**src/rtl/riscv_ctrl_pkg.sv**
```systemverilog
// Shared encodings for the RV32 multi-cycle control path: FSM states, opcodes,
// ALU operation classes/codes, datapath mux selects and the control word.
package riscv_ctrl_pkg;

    typedef enum logic [3:0] {
        ST_IDLE     = 4'd0,
        ST_FETCH    = 4'd1,
        ST_DECODE   = 4'd2,
        ST_MEM_ADDR = 4'd3,
        ST_MEM_RD   = 4'd4,
        ST_MEM_WB   = 4'd5,
        ST_MEM_WR   = 4'd6,
        ST_EXEC     = 4'd7,
        ST_ALU_WB   = 4'd8,
        ST_BRANCH   = 4'd9,
        ST_TRAP     = 4'd10
    } state_t;

    localparam logic [6:0] OPC_LOAD   = 7'b0000011;
    localparam logic [6:0] OPC_STORE  = 7'b0100011;
    localparam logic [6:0] OPC_BRANCH = 7'b1100011;
    localparam logic [6:0] OPC_OP     = 7'b0110011;

    localparam logic [1:0] ALUOP_ADD   = 2'b00;
    localparam logic [1:0] ALUOP_SUB   = 2'b01;
    localparam logic [1:0] ALUOP_FUNCT = 2'b10;

    localparam logic [3:0] ALU_ADD = 4'b0010;
    localparam logic [3:0] ALU_SUB = 4'b0110;
    localparam logic [3:0] ALU_AND = 4'b0000;
    localparam logic [3:0] ALU_OR  = 4'b0001;

    // funct = {IR[30], IR[14:12]}
    localparam logic [3:0] FUNCT_ADD = 4'b0000;
    localparam logic [3:0] FUNCT_SUB = 4'b1000;
    localparam logic [3:0] FUNCT_AND = 4'b0111;
    localparam logic [3:0] FUNCT_OR  = 4'b0110;

    localparam logic [1:0] SRCA_PC     = 2'b00;
    localparam logic [1:0] SRCA_REG    = 2'b01;
    localparam logic [1:0] SRCA_OLD_PC = 2'b10;

    localparam logic [1:0] SRCB_REG  = 2'b00;
    localparam logic [1:0] SRCB_FOUR = 2'b01;
    localparam logic [1:0] SRCB_IMM  = 2'b10;

    localparam logic PCSRC_ALU    = 1'b0;
    localparam logic PCSRC_ALUOUT = 1'b1;
    localparam logic IORD_PC      = 1'b0;
    localparam logic IORD_ALUOUT  = 1'b1;

    typedef struct packed {
        logic       pc_write;
        logic       pc_write_cond;
        logic       pc_source;
        logic       i_or_d;
        logic       mem_read;
        logic       mem_write;
        logic       ir_write;
        logic       mem_to_reg;
        logic       reg_write;
        logic [1:0] alu_src_a;
        logic [1:0] alu_src_b;
        logic [1:0] alu_op;
        logic       instr_done;
        logic       illegal_instr;
    } ctrl_t;

    function automatic ctrl_t ctrl_none();
        ctrl_t c;
        c = '0;
        return c;
    endfunction

endpackage

```
**src/rtl/multicycle_control_fsm_alu_dec.sv**
```systemverilog
// Combinational ALU-operation decoder: alu_op class plus funct bits to the
// 4-bit ALU operation. Shared with the single-cycle datapath.
module alu_op_decode
    import riscv_ctrl_pkg::*;
(
    input  logic [1:0] alu_op,
    input  logic [3:0] funct,
    output logic [3:0] alu_operation
);

    always_comb begin
        alu_operation = ALU_ADD;
        case (alu_op)
            ALUOP_ADD: alu_operation = ALU_ADD;
            ALUOP_SUB: alu_operation = ALU_SUB;
            ALUOP_FUNCT: begin
                case (funct)
                    FUNCT_ADD: alu_operation = ALU_ADD;
                    FUNCT_SUB: alu_operation = ALU_SUB;
                    FUNCT_AND: alu_operation = ALU_AND;
                    FUNCT_OR:  alu_operation = ALU_OR;
                    default:   alu_operation = ALU_ADD;
                endcase
            end
            default: alu_operation = ALU_ADD;
        endcase
    end

endmodule

```
**src/rtl/multicycle_control_fsm.sv**
```systemverilog
// Multi-cycle sequencing controller for the RV32 datapath (fetch, decode,
// execute, memory, writeback) with ready-handshaked memory accesses.
module multicycle_control_fsm
    import riscv_ctrl_pkg::*;
(
    input  logic       clk,
    input  logic       rst_n,
    input  logic [6:0] opcode,
    input  logic [3:0] funct,
    input  logic       mem_ready,
    output logic       pc_write,
    output logic       pc_write_cond,
    output logic       pc_source,
    output logic       i_or_d,
    output logic       mem_read,
    output logic       mem_write,
    output logic       ir_write,
    output logic       mem_to_reg,
    output logic       reg_write,
    output logic [1:0] alu_src_a,
    output logic [1:0] alu_src_b,
    output logic [1:0] alu_op,
    output logic [3:0] alu_operation,
    output logic       instr_done,
    output logic       illegal_instr
);

    state_t state_reg, state_next;
    // Load/store distinction must survive past DECODE, the only cycle opcode is valid.
    logic   is_store_reg, is_store_next;
    ctrl_t  ctrl;
    logic [3:0] dec_operation;

    always_ff @(posedge clk) begin
        if (!rst_n) begin
            state_reg    <= ST_IDLE;
            is_store_reg <= 1'b0;
        end else begin
            state_reg    <= state_next;
            is_store_reg <= is_store_next;
        end
    end

    always_comb begin
        ctrl          = ctrl_none();
        state_next    = state_reg;
        is_store_next = is_store_reg;
        case (state_reg)
            ST_IDLE: state_next = ST_FETCH;
            ST_FETCH: begin
                ctrl.mem_read  = 1'b1;
                ctrl.i_or_d    = IORD_PC;
                ctrl.alu_src_a = SRCA_PC;
                ctrl.alu_src_b = SRCB_FOUR;
                ctrl.alu_op    = ALUOP_ADD;
                ctrl.pc_source = PCSRC_ALU;
                ctrl.ir_write  = mem_ready;
                ctrl.pc_write  = mem_ready;
                if (mem_ready) begin
                    state_next = ST_DECODE;
                end
            end
            ST_DECODE: begin
                ctrl.alu_src_a = SRCA_OLD_PC;
                ctrl.alu_src_b = SRCB_IMM;
                ctrl.alu_op    = ALUOP_ADD;
                case (opcode)
                    OPC_LOAD: begin
                        state_next    = ST_MEM_ADDR;
                        is_store_next = 1'b0;
                    end
                    OPC_STORE: begin
                        state_next    = ST_MEM_ADDR;
                        is_store_next = 1'b1;
                    end
                    OPC_OP:     state_next = ST_EXEC;
                    OPC_BRANCH: state_next = ST_BRANCH;
                    default:    state_next = ST_TRAP;
                endcase
            end
            ST_MEM_ADDR: begin
                ctrl.alu_src_a = SRCA_REG;
                ctrl.alu_src_b = SRCB_IMM;
                ctrl.alu_op    = ALUOP_ADD;
                state_next     = is_store_reg ? ST_MEM_WR : ST_MEM_RD;
            end
            ST_MEM_RD: begin
                ctrl.mem_read = 1'b1;
                ctrl.i_or_d   = IORD_ALUOUT;
                if (mem_ready) begin
                    state_next = ST_MEM_WB;
                end
            end
            ST_MEM_WB: begin
                ctrl.reg_write  = 1'b1;
                ctrl.mem_to_reg = 1'b1;
                ctrl.instr_done = 1'b1;
                state_next      = ST_FETCH;
            end
            ST_MEM_WR: begin
                ctrl.mem_write  = 1'b1;
                ctrl.i_or_d     = IORD_ALUOUT;
                ctrl.instr_done = mem_ready;
                if (mem_ready) begin
                    state_next = ST_FETCH;
                end
            end
            ST_EXEC: begin
                ctrl.alu_src_a = SRCA_REG;
                ctrl.alu_src_b = SRCB_REG;
                ctrl.alu_op    = ALUOP_FUNCT;
                state_next     = ST_ALU_WB;
            end
            ST_ALU_WB: begin
                ctrl.reg_write  = 1'b1;
                ctrl.mem_to_reg = 1'b0;
                ctrl.instr_done = 1'b1;
                state_next      = ST_FETCH;
            end
            ST_BRANCH: begin
                ctrl.alu_src_a     = SRCA_REG;
                ctrl.alu_src_b     = SRCB_REG;
                ctrl.alu_op        = ALUOP_SUB;
                ctrl.pc_write_cond = 1'b1;
                ctrl.pc_source     = PCSRC_ALUOUT;
                ctrl.instr_done    = 1'b1;
                state_next         = ST_FETCH;
            end
            ST_TRAP: begin
                ctrl.illegal_instr = 1'b1;
                state_next         = ST_FETCH;
            end
            default: state_next = ST_IDLE;
        endcase
    end

    alu_op_decode u_alu_op_decode (
        .alu_op        (ctrl.alu_op),
        .funct         (funct),
        .alu_operation (dec_operation)
    );

    // IDLE drives a fully quiet control word, including the ALU operation.
    assign alu_operation = (state_reg == ST_IDLE) ? 4'b0000 : dec_operation;

    assign pc_write      = ctrl.pc_write;
    assign pc_write_cond = ctrl.pc_write_cond;
    assign pc_source     = ctrl.pc_source;
    assign i_or_d        = ctrl.i_or_d;
    assign mem_read      = ctrl.mem_read;
    assign mem_write     = ctrl.mem_write;
    assign ir_write      = ctrl.ir_write;
    assign mem_to_reg    = ctrl.mem_to_reg;
    assign reg_write     = ctrl.reg_write;
    assign alu_src_a     = ctrl.alu_src_a;
    assign alu_src_b     = ctrl.alu_src_b;
    assign alu_op        = ctrl.alu_op;
    assign instr_done    = ctrl.instr_done;
    assign illegal_instr = ctrl.illegal_instr;

endmodule
```
**config.mk**
```make
export PLATFORM = sky130hd
export DESIGN_NAME = multicycle_control_fsm
export DESIGN_NICKNAME = d
export VERILOG_FILES = /design/src/rtl/riscv_ctrl_pkg.sv /design/src/rtl/multicycle_control_fsm_alu_dec.sv /design/src/rtl/multicycle_control_fsm.sv
export SDC_FILE = /design/constraint.sdc
export NUM_CORES = 1
export LEC_CHECK = 0
export ABC_AREA = 1
export ABC_CLOCK_PERIOD_IN_PS = 2900
export CORE_MARGIN = 10
export CORE_UTILIZATION = 35
export DETAILED_ROUTE_END_ITERATION = 6
export PLACE_DENSITY = 0.79
export SLEW_MARGIN = 10
export SYNTH_ARGS = -nofsm -noshare
export SYNTH_HDL_FRONTEND = slang
export SYNTH_SLANG_ARGS = --single-unit
```
**constraint.sdc**
```tcl
create_clock -name clk -period 2.9 [get_ports clk]
set_clock_uncertainty 0.2 [all_clocks]
set_input_delay 0.58 -clock clk [delete_from_list [all_inputs] [get_ports clk]]
set_output_delay 0.58 -clock clk [all_outputs]
set_load 0.01 [all_outputs]
```
# Word-level counts from Yosys, hierarchy flattened
# Index checks and enable logic that the tools add are counted.
[word_totals]
memories = 0
romBits = 0
inputBits = 14
output_inout_bits = 21
ram_bits = 0
word_cells = 52
latchBits = 0
ff_bits = 5
[op_classes]
n_shift = 0
bitwise = 0
eq_ne = 22
n_reduce_logical = 9
mux = 19
add_sub_neg = 0
n_lt_le_gt_ge = 0
multipliers = 0
n_div = 0
[op_table]
columns = ["operator", "n"]
rows = [
  ["6-bit one-hot mux with 5 select lines", 1],
  ["4-bit one-hot mux with 7 select lines", 1],
  ["4-bit by 3-bit == test with 1-bit output, second input constant", 6],
  ["4-bit == test, second input constant", 4],
  ["4-bit 2-to-1 mux", 4],
  ["7-bit by 6-bit == test with 1-bit output, second input constant", 2],
  ["4-bit one-hot mux with 3 select lines", 1],
  ["3-bit one-hot mux with 3 select lines", 1],
  ["4-bit by 2-bit == test with 1-bit output, second input constant", 2],
  ["4-bit one-hot mux with 2 select lines", 1],
  ["7-bit by 2-bit == test with 1-bit output, second input constant", 1],
  ["7-bit == test, second input constant", 1],
  ["1-bit 2-to-1 mux", 6],
  ["2-bit != test, second input constant", 3],
  ["2-bit OR reduction", 3],
  ["5-bit OR reduction", 1],
  ["4-bit by 1-bit == test with 1-bit output, second input constant", 1],
  ["4-bit zero test", 1],
  ["1-bit one-hot mux with 2 select lines", 2],
  ["2-bit one-hot mux with 2 select lines", 1],
  ["3-bit AND reduction", 1],
  ["3-bit OR reduction", 1],
  ["2-bit by 1-bit == test with 1-bit output, second input constant", 1],
  ["2-bit == test, second input constant", 1],
  ["3 further kinds", 3],
]

# Longest topological paths before layout
# Gate-level depths: netlist (run 1).
[depth]
word_depth = 5
mapped_depth = 9
mapped_depth_nobuf = 9

# Hierarchy
# Synthesis (run 1) repeated with hierarchy kept, for this count alone.
[hier_totals]
hier_cells = 114
hier_area_um2 = 623.1
[by_module_without_submodules]
columns = ["mod", "area_each_um2", "seq_area_each_um2", "instances", "cells_per_inst"]
rows = [
  ["multicycle_control_fsm", 509.2, 100.1, 1, 94],
  ["alu_op_decode", 113.9, 0.0, 1, 20],
]

# Least setup slack after synthesis (run 1)
# Ideal clock, no wire load.
[synth_timing]
path_kind = "flip-flop to output port"
startpoint = "register state_reg[3]"
endpoint = "output port alu_operation[0]"
stages_incl_launch_ff = 9
t_arrival_ns = 1.688
required_time_ns = 2.120
setup_slack_ns = 0.432
path_buffers = 0
cell_sequence = "dfxtp_1 -> inv_1 -> nor2_1 -> inv_1 -> nor2_1 -> inv_1 -> ha_1 -> o21ai_0 -> nor3_1"
[synth_between]
elab_chain_cells = 5
word_cells_on_any_way = 11
classes_between = "7 x eq/ne; 3 x mux; 1 x reduce/logical"
[synth_rtl]
columns = ["element", "line_no", "text"]
rows = [
  ["start: declaration", "multicycle_control_fsm.sv:28", "state_t state_reg, state_next;"],
  ["start signal: assignment", "multicycle_control_fsm.sv:39", "state_reg <= state_next;"],
  ["4-bit == test (tied with other cells)", "multicycle_control_fsm.sv:48", "case (state_reg)"],
  ["6-bit one-hot mux with 5 select lines", "multicycle_control_fsm.sv:48", ""],
  ["2-bit == test / 2-bit by 1-bit == test with 1-bit output (equally long branches)", "multicycle_control_fsm_alu_dec.sv:13", "case (alu_op)"],
  ["4-bit one-hot mux with 2 select lines", "multicycle_control_fsm_alu_dec.sv:13", ""],
  ["4-bit 2-to-1 mux (*)", "multicycle_control_fsm.sv:144", "assign alu_operation = (state_reg == ST_IDLE) ? 4'b0000 : dec_operation;"],
  ["end: declaration", "multicycle_control_fsm.sv:23", "output logic [3:0] alu_operation,"],
]
# Every way passes the cells marked *; elsewhere a longest branch is shown, timed or not.

# Worst setup path in the final report (run 1)
[layout_timing]
startpoint = "register state_reg[1]"
endpoint = "output port alu_operation[2]"
# The elaborated chain is that of the path after synthesis.

==> impl_metrics.yaml, run 1 <==
sta:
  rsz0062_at_grt: "false"
  min_period_ns: 2.74
  slew_violations: 0
  hold_viol: 0
  tns_ns: 0
  max_freq_mhz: 365
  timing.final.crit_share_pct: 94.5
  setup_viol: 0
cells_and_area:
  regArea_um2: 103
  final_cells: 157
  layout.nets: 159
  fillerInstances: 163
  diodes: 0
  synthToLayoutAreaGrowth_pct: 63.8
  largest_reg_flops: 4
  multiInputGateArea_um2: 404
  layout-drive-gt1-share_pct: 16.3
placed_design:
  hpwl_um: 1620
  place_inst: 153
  place.gp.congestion: 0.900
  io_buffers: 33
critical_path:
  worstSetupEndpointType: "output pin"
  required_ns: 2.12
  crit_slowest_cell: "dfxtp_1"
  path_common_cell: "inv_1"
  arrival_ns: 1.96
  critPathBufInv: 3
  start_kind: "register"
  crit_fanout: 4
  critical_path.max_stage_delay_ns: 0.32
  cp_cell_sequence: "inv_1 > nand2_2 > nor2_1 > inv_1 > ha_1 > o21ai_0 > o21ba_2 > clkdlybuf4s15_1"
  crit_family: "buffers and inverters"
  path_class: "register to output pin"
yosys:
  synth.ff_latch_count: 5
  syn_avg_cell_area_um2: 5.88
  syn_area_um2: 606
  yosysTopAreaCell: "dfxtp_1"
  synth.yosys.seq_area_share_pct: 16.5
  synth_top_area_share_pct: 16.5
  syn_inst: 103
  yosys_warnings: 0
  synthDistinctLibCells: 27
  yosys-top-cells-area: "dfxtp_1 (17%), nand2_1 (14%), inv_1 (11%)"
  syn_nets: 120
power_and_ir_drop:
  comb_power_share_pct: 69.7
  seqPwrFrac_pct: 17.8
  powerDensity_nw_per_um2: 636
  ir_drop_uv: 440
  p_sw_uw: 286
  p_int_uw: 345
  clock_power_share_pct: 12.5
  swShare_pct: 45.3
  p_leak_nw: 0.449
global_routing:
  grt_pass1_vias: 717
  grt_antenna_before_repair: 0
  track_usage_pct: 9.62
  overflow: 0
  grt_start_max_net_pins: 7
  grt_pass1_wl_um: 2950
floorplan:
  die_w_um: 61.6
  placementRows: 14
  start_util_pct: 38.4
  coreArea_um2: 1580
  die_area_um2: 3790
  fp.dieH_um: 61.6
  ioPinCount: 35
clock_network:
  insertion_delay_ns: 0.24
  hold_buffers: 0
  clk_pin_slew_worst_paths_ns: 0.04
  cts_tree: "built"
  clock-sinks: 5
  cts_buffers: 3
  ctsLongestPathBuffers: 2
  h-tree-depth: 1
  root_buffer: "clkbuf_4"
route:
  drc: 0
  final_antenna_net_count: 0
  wirelength_um: 1830
  routed_via_density: 4.71
  drt_first_pass_iters: 4
  wl_per_cell_um: 11.6
  vias: 740
  drt_iter0_drc: 13
run_status:
  run_status: "finished clean"
job:
  maxCapViolCount: 0
min_path:
  hp-class: "register to register"
-- final timing paths --
| check | start | to | slack [ns] | cells after the start |
|---|---|---|---|---|
| max | state_reg[1]$_SDFFE_PN0P_ | alu_operation[2] | 0.16 | 8 |
| min | is_store_reg$_SDFFE_PN0P_ | is_store_reg$_SDFFE_PN0P_ | 0.36 | 2 |
| min reg2reg | is_store_reg$_SDFFE_PN0P_ | is_store_reg$_SDFFE_PN0P_ | 0.36 | 2 |
| max reg2reg | state_reg[2]$_SDFFE_PN0P_ | state_reg[2]$_SDFFE_PN0P_ | 1.47 | 7 |
-- metrics by stage --
step	power [mW]	cell area (µm²)	hold WS [ns]	setup slack, ns	util, %
floorplan	0.373	606	0.287	0.432	-
CTS	0.636	987	0.364	0.0889	62.6
global route	0.692	992	0.396	0.00307	62.9
global placement	0.555	963	0.344	0.129	61.1
detailed placement	0.560	963	0.336	0.0329	61.1
finish	0.632	992	0.361	0.158	62.9
-- logic make-up (layout without fill, tap and decap cells) --
group | count (synthesis) | after routing | share of synthesized area [%]
adder cells (fa/ha/maj) | 3 | 3 | 6.20
buffers and inverters | 24 | 62 | 17.1
AND/OR/NAND/NOR | 54 | 54 | 43.0
other | 1 | 1 | 0.619
AO/OA/AOI/OAI | 16 | 16 | 16.5
flip-flops | 5 | 5 | 16.5
-- worst reg2reg max path: cells and delay by family, from the launching register on --
family | cells | cell delay (ns)
compound gates | 2 | 0.24
buf+inv | 2 | 0.21
flops | 1 | 0.46
simple gates | 3 | 0.25
-- synthesized netlist by cell type --
cell type	count
buf_4	3
o211ai_1	1
nor4_1	1
nor2_4	2
ha_1	3
conb_1	1
inv_1	18
inv_2	2
o21ai_0	3
a31oi_1	1
a22oi_1	1
nor2_1	14
o21ai_2	1
o21ba_2	1
nand3_1	5
nand3b_1	1
o22ai_1	1
nor3_1	3
nand2_1	23
o21ai_1	1
inv_4	1
a21oi_1	5
dfxtp_1	5
nor2_8	1
a21oi_2	1
nand2_2	3
nor2_2	1
-- power groups by stage --
stage / Clock, mW / Sequential [mW] / Combinational (mW)
4_1_cts: 0.0818 / 0.111 / 0.443
3_5_place_dp: 0 / 0.111 / 0.448
3_3_place_gp: 0 / 0.110 / 0.445
5_1_grt: 0.0868 / 0.115 / 0.490
2_1_floorplan: 0 / 0.107 / 0.266
6_report: 0.0788 / 0.113 / 0.440
-- cells in the final DEF, fill, tap and decap left out, types with 2 or more instances in the layout --
master / instances
clkbuf_4: 3
nor2_1: 13
dlygate4sd2_1: 2
nor2_4: 2
nand3_1: 5
nand2_2: 3
nand2_1: 23
clkdlybuf4s50_1: 30
dfxtp_1: 3
inv_1: 18
dfxtp_2: 2
inv_2: 2
buf_4: 4
nor3_1: 3
ha_1: 3
nor2_2: 2
o21ai_0: 3
a21oi_1: 5
-- what timing repair did --
item / in CTS / in global routing
resized for setup: 4 / 3
buffers inserted: 0 / 0
endpoints found under the setup margin: 3 / 1
pin swaps: 0 / 0
-- layer usage --
metal | wire length (µm) | up-vias | part of all wire (%) | GRT usage (%)
met4 | 0 | 0 | 0 | 1.91
met2 | 769 | 33 | 42 | 16.4
li1 | - | 396 | - | -
met1 | 783 | 311 | 43 | 10.9
met5 | 0 | - | 0 | 0
met3 | 273 | 0 | 15 | 4.12
-- final cells by class --
cell class	instances	area share [%]
clock buffer	4	2.65
inverter	21	8.20
multi-input combinational	74	40.7
tap	16	2.02
timing repair buffer	37	36.1
sequential	5	10.3
Note: power is estimated with default switching activity, not from simulation.
==> run 2: changes to the inputs <==
PLACE_DENSITY = 0.78   (was 0.79)
SLEW_MARGIN = 20   (was 10)
SYNTH_HIERARCHICAL = 1   (was unset)
==> impl_metrics.yaml, run 2 <==
cells_and_area:
  layout-drive-gt1-share_pct: 13.3
  layout_common_cells: "clkdlybuf4s50_1 (30), nand2_1 (25), nor2_1 (25), inv_1 (23), dfxtp_1 (4)"
  largest_reg_flops: 4
  layout.nets: 167
  diodes: 0
  layout_commonest_cell: "clkdlybuf4s50_1"
  final_util_pct: 58.4
  synthToLayoutAreaGrowth_pct: 60.0
sta:
  max_freq_mhz: 376
  setup_viol: 0
  holdWs_ns: 0.345
  layout_setup_ws_ns: 0.240
  hold_viol: 0
  min_period_ns: 2.66
  timing.final.crit_share_pct: 91.7
  rsz0062_at_grt: "false"
  tns_ns: 0
  slew_violations: 0
yosys:
  yosysTopAreaCell: "dfxtp_1"
  syn_area_um2: 623
  yosys_warnings: 6
  synth_edf_count: 0
  synth.yosys.seq_area_share_pct: 16.1
  synth_ff_type: "dfxtp_1"
  synth.ff_latch_count: 5
  yosys-top-cells-area: "dfxtp_1 (16%), nand2_1 (15%), nor2_1 (15%)"
  synth_fa_ha_area_share_pct: 4.02
  synth_top_family_by_area: "simple AND/OR/NAND/NOR gates"
  synth_compound_area_share_pct: 13.3
  synth_top_area_share_pct: 16.1
  synthArstFlopShare_pct: 0
  synth-xor-area-share_pct: 0
  syn_inst: 114
  synthDistinctLibCells: 25
  synth_mux_area_share_pct: 0
  netlist_top_cells_count: "nand2_1 (25), nor2_1 (25), inv_1 (23)"
  syn_avg_cell_area_um2: 5.47
  syn_nets: 130
  synthSimpleGateAreaFrac_pct: 46.2
critical_path:
  required_ns: 2.12
  arrival_ns: 1.88
  rr_startpoint: "state_reg[3]$_SDFFE_PN0P_"
  critical_path.max_stage_delay_ns: 0.35
  cp_cell_sequence: "inv_2 > nor2_1 > inv_1 > nor2_1 > inv_1 > ha_1 > nor2_1 > nand2_1 > inv_1 > nor2_1 > dlygate4sd2_1"
  path_common_cell: "nor2_1"
  crit_slowest_cell: "dfxtp_1"
  path_class: "register to output pin"
  start_kind: "register"
  worstSetupEndpointType: "output pin"
  cp-startpoint: "state_reg[3]$_SDFFE_PN0P_"
  crit_fanout: 3
global_routing:
  grt_start_max_net_pins: 8
  grt_pass1_vias: 695
  overflow: 0
  track_usage_pct: 8.72
  grt_antenna_before_repair: 0
  grt_pass1_wl_um: 2940
placed_design:
  dp_slack_ns: 0.0817
  hpwl_um: 1530
  io_buffers: 33
  place.gp.congestion: 0.827
floorplan:
  die_area_um2: 3870
  coreArea_um2: 1710
  fp.dieH_um: 62.2
  ioPinCount: 35
  die_w_um: 62.2
  placementRows: 15
  start_util_pct: 36.5
route:
  vias: 773
  wl_per_cell_um: 9.95
  wirelength_um: 1740
  drt_first_pass_iters: 4
  drt_iter0_drc: 29
  drc: 0
  final_antenna_net_count: 0
  routed_via_density: 4.42
min_path:
  hp-class: "register to register"
  hp-start: "is_store_reg$_SDFFE_PN0P_"
power_and_ir_drop:
  powerDensity_nw_per_um2: 611
  ir_drop_uv: 291
  p_leak_nw: 0.428
clock_network:
  clock-sinks: 5
  cts_buffers: 3
  clk_pin_slew_worst_paths_ns: 0.04
  root_buffer: "clkbuf_4"
  ctsLongestPathBuffers: 2
  cts_tree: "built"
  insertion_delay_ns: 0.24
  h-tree-depth: 1
job:
  maxCapViolCount: 0
run_status:
  run_status: "finished clean"
==> run 2: worst paths after layout <==
check                                    to  slack [ns]  cells past startpoint
setup / recovery           alu_operation[1]        0.24                     11
hold / removal    is_store_reg$_SDFFE_PN0P_        0.34                      2
setup reg to reg  state_reg[2]$_SDFFE_PN0P_        1.45                      7
hold reg to reg   is_store_reg$_SDFFE_PN0P_        0.34                      2
==> run 2: metrics by stage <==
stage / cell area (µm²) / std cells / power (mW)
floorplan: 623 / 114 / 0.358
global placement: 977 / 171 / 0.539
detailed placement: 977 / 171 / 0.542
CTS: 1000 / 175 / 0.616
global route: 997 / 175 / 0.665
finish: 997 / 175 / 0.609
==> run 2: worst max-delay path, delay by kind of cell (launching register included) <==
kind	cells	cell delay (ns)
buffers and inverters	5	0.53
and+or+nand+nor	5	0.45
DFF	1	0.35
adders and majority gates	1	0.32
==> run 2: power by group <==
group / switching, mW / leakage, nW / total [mW] / internal, mW
Clock: 0.0279 / 0.0150 / 0.0798 / 0.0520
Combinational: 0.227 / 0.372 / 0.422 / 0.195
Sequential: 0.0187 / 0.0411 / 0.107 / 0.0885
==> run 2: final cells by class <==
type                    instances  area (µm²)
clock buffers                   4        26.3
fillers                       159         711
inverters                      25        93.8
multi-input cells              80         399
flip-flops and latches          5         101
well taps                      25        31.3
repair buffers                 36         345
==> run 2: repair_timing <==
item / CTS / global route
buffers inserted: 0 / 0
gates resized for setup: 4 / 2
hold buffers: 0 / 0
endpoints found under the setup margin: 3 / 1
gates cloned: 0 / 0
endpoints found under the hold margin: 0 / 0
==> run 2: logic make-up after synthesis <==
logic type,after synthesis
simple gates,64
flops,5
buf+inv,29
compound gates,13
fa+ha+maj,2
other cells,1
==> run 2: metal layers <==
metal,track usage [%],wire [µm],up-vias
met5,0,0,-
met4,5.14,27,0
met3,2.15,106,4
met2,15.1,817,27
met1,9.27,791,327
li1,-,-,415
==> run 3: changes to the inputs <==
CORE_UTILIZATION = 37   (was 35)
PLACE_DENSITY = 0.82   (was 0.78)
SKIP_CTS_REPAIR_TIMING = 1   (was unset)
==> impl_metrics.yaml, run 3 (synthesis results as in run 2) <==
placed_design:
  hpwl_um: 1630
  io_buffers: 33
  place.gp.congestion: 0.825
  dp_slack_ns: 0.0272
route:
  drt_first_pass_iters: 4
  wl_per_cell_um: 10.9
  vias: 779
  final_antenna_net_count: 0
  wirelength_um: 1820
  routed_via_density: 4.69
  drt_iter0_drc: 15
  drc: 0
cells_and_area:
  multiInputGateArea_um2: 404
  regArea_um2: 100
  final_util_pct: 65.2
  layout_commonest_cell: "clkdlybuf4s50_1"
  layout.nets: 167
  layout_common_cells: "clkdlybuf4s50_1 (30), nand2_1 (25), inv_1 (23), nor2_1 (23), dfxtp_1 (5)"
  largest_reg_flops: 4
  synthToLayoutAreaGrowth_pct: 61.2
  fillerInstances: 149
  diodes: 0
  layout-drive-gt1-share_pct: 13.3
sta:
  rsz0062_at_grt: "false"
  layout_setup_ws_ns: 0.169
  timing.final.crit_share_pct: 94.2
  holdWs_ns: 0.336
  min_period_ns: 2.73
  max_freq_mhz: 366
  hold_viol: 0
  slew_violations: 0
  setup_viol: 0
global_routing:
  grt_start_max_net_pins: 8
  grt_antenna_before_repair: 0
  overflow: 0
  grt_pass1_wl_um: 2890
  track_usage_pct: 9.66
  grt_pass1_vias: 737
critical_path:
  crit_slowest_cell: "dfxtp_1"
  path_common_cell: "nor2_1"
  arrival_ns: 1.95
  start_kind: "register"
  worstSetupEndpointType: "output pin"
  crit_fanout: 3
  cp_cell_sequence: "inv_2 > nor2_2 > inv_1 > nor2_1 > inv_1 > ha_1 > nor2_1 > nand2_1 > nor2_1 > inv_1 > nor2_1 > dlymetal6s2s_1"
  path_class: "register to output pin"
  cp-startpoint: "state_reg[3]$_SDFFE_PN0P_"
  required_ns: 2.12
  rr_startpoint: "state_reg[3]$_SDFFE_PN0P_"
  critical_path.max_stage_delay_ns: 0.36
min_path:
  hp-class: "register to register"
  hp-start: "is_store_reg$_SDFFE_PN0P_"
clock_network:
  cts_tree: "built"
  h-tree-depth: 1
  cts_buffers: 3
  root_buffer: "clkbuf_4"
  ctsLongestPathBuffers: 2
  clk_pin_slew_worst_paths_ns: 0.05
  clock-sinks: 5
  insertion_delay_ns: 0.24
run_status:
  run_status: "finished clean"
floorplan:
  placementRows: 14
  start_util_pct: 40.4
  ioPinCount: 35
  die_area_um2: 3730
  fp.dieH_um: 61.0
  coreArea_um2: 1540
  die_w_um: 61.0
power_and_ir_drop:
  powerDensity_nw_per_um2: 617
  p_leak_nw: 0.468
  ir_drop_uv: 474
job:
  maxCapViolCount: 0
-- run 3: cell types whose count changed in the layout (fill, tap and decap cells not counted) --
cell            delta
dfxtp_2            -1
dlygate4sd2_1      -2
nor2_1             -2
dfxtp_1            +1
clkbuf_2           -1
dlymetal6s2s_1     +3
nor2_2             +2
-- run 3: layout make-up --
type | count | share of cell area, %
Inverter | 25 | 9.34
Sequential cell | 5 | 9.96
Multi-Input combinational cell | 80 | 40.2
Clock buffer | 4 | 2.62
Timing Repair Buffer | 36 | 35.9
Tap cell | 16 | 1.99
-- run 3: worst paths after layout --
| kind | to | slack, ns | cells past startpoint |
|---|---|---|---|
| worst max register to register | state_reg[2]$_SDFFE_PN0P_ | 1.41 | 7 |
| worst min register to register | is_store_reg$_SDFFE_PN0P_ | 0.34 | 2 |
| worst max-delay path | alu_operation[0] | 0.17 | 12 |
| worst min-delay path | is_store_reg$_SDFFE_PN0P_ | 0.34 | 2 |
-- run 3: through the flow --
step | cells | total power, mW | area, µm² | TNS [ns]
2_1_floorplan | 114 | 0.358 | 623 | 0
3_3_place_gp | 162 | 0.535 | 966 | 0
3_5_place_dp | 162 | 0.545 | 966 | 0
4_1_cts | 166 | 0.628 | 992 | -0.381
5_1_grt | 166 | 0.680 | 1000 | 0
6_report | 166 | 0.620 | 1000 | 0
-- run 3: layer usage --
metal / routed length, µm / global-route usage, % / vias up
li1: - / - / 414
met1: 756 / 9.73 / 343
met2: 941 / 17.9 / 22
met3: 117 / 3.70 / 0
met4: 0 / 2.82 / 0
met5: 0 / 0 / -
-- run 3: worst max-delay path: cells and delay by family, from the launching register on --
| family | cells | cell delay [ns] |
|---|---|---|
| adder cells (fa/ha/maj) | 1 | 0.34 |
| flip-flops | 1 | 0.36 |
| buffers and inverters | 5 | 0.42 |
| AND/OR/NAND/NOR | 6 | 0.61 |
-- run 3: where the power goes --
group	internal [mW]	total (mW)	switching [mW]	leakage [nW]
registers	0.0870	0.107	0.0198	0.0408
logic	0.201	0.433	0.232	0.412
clock network	0.0520	0.0806	0.0286	0.0150
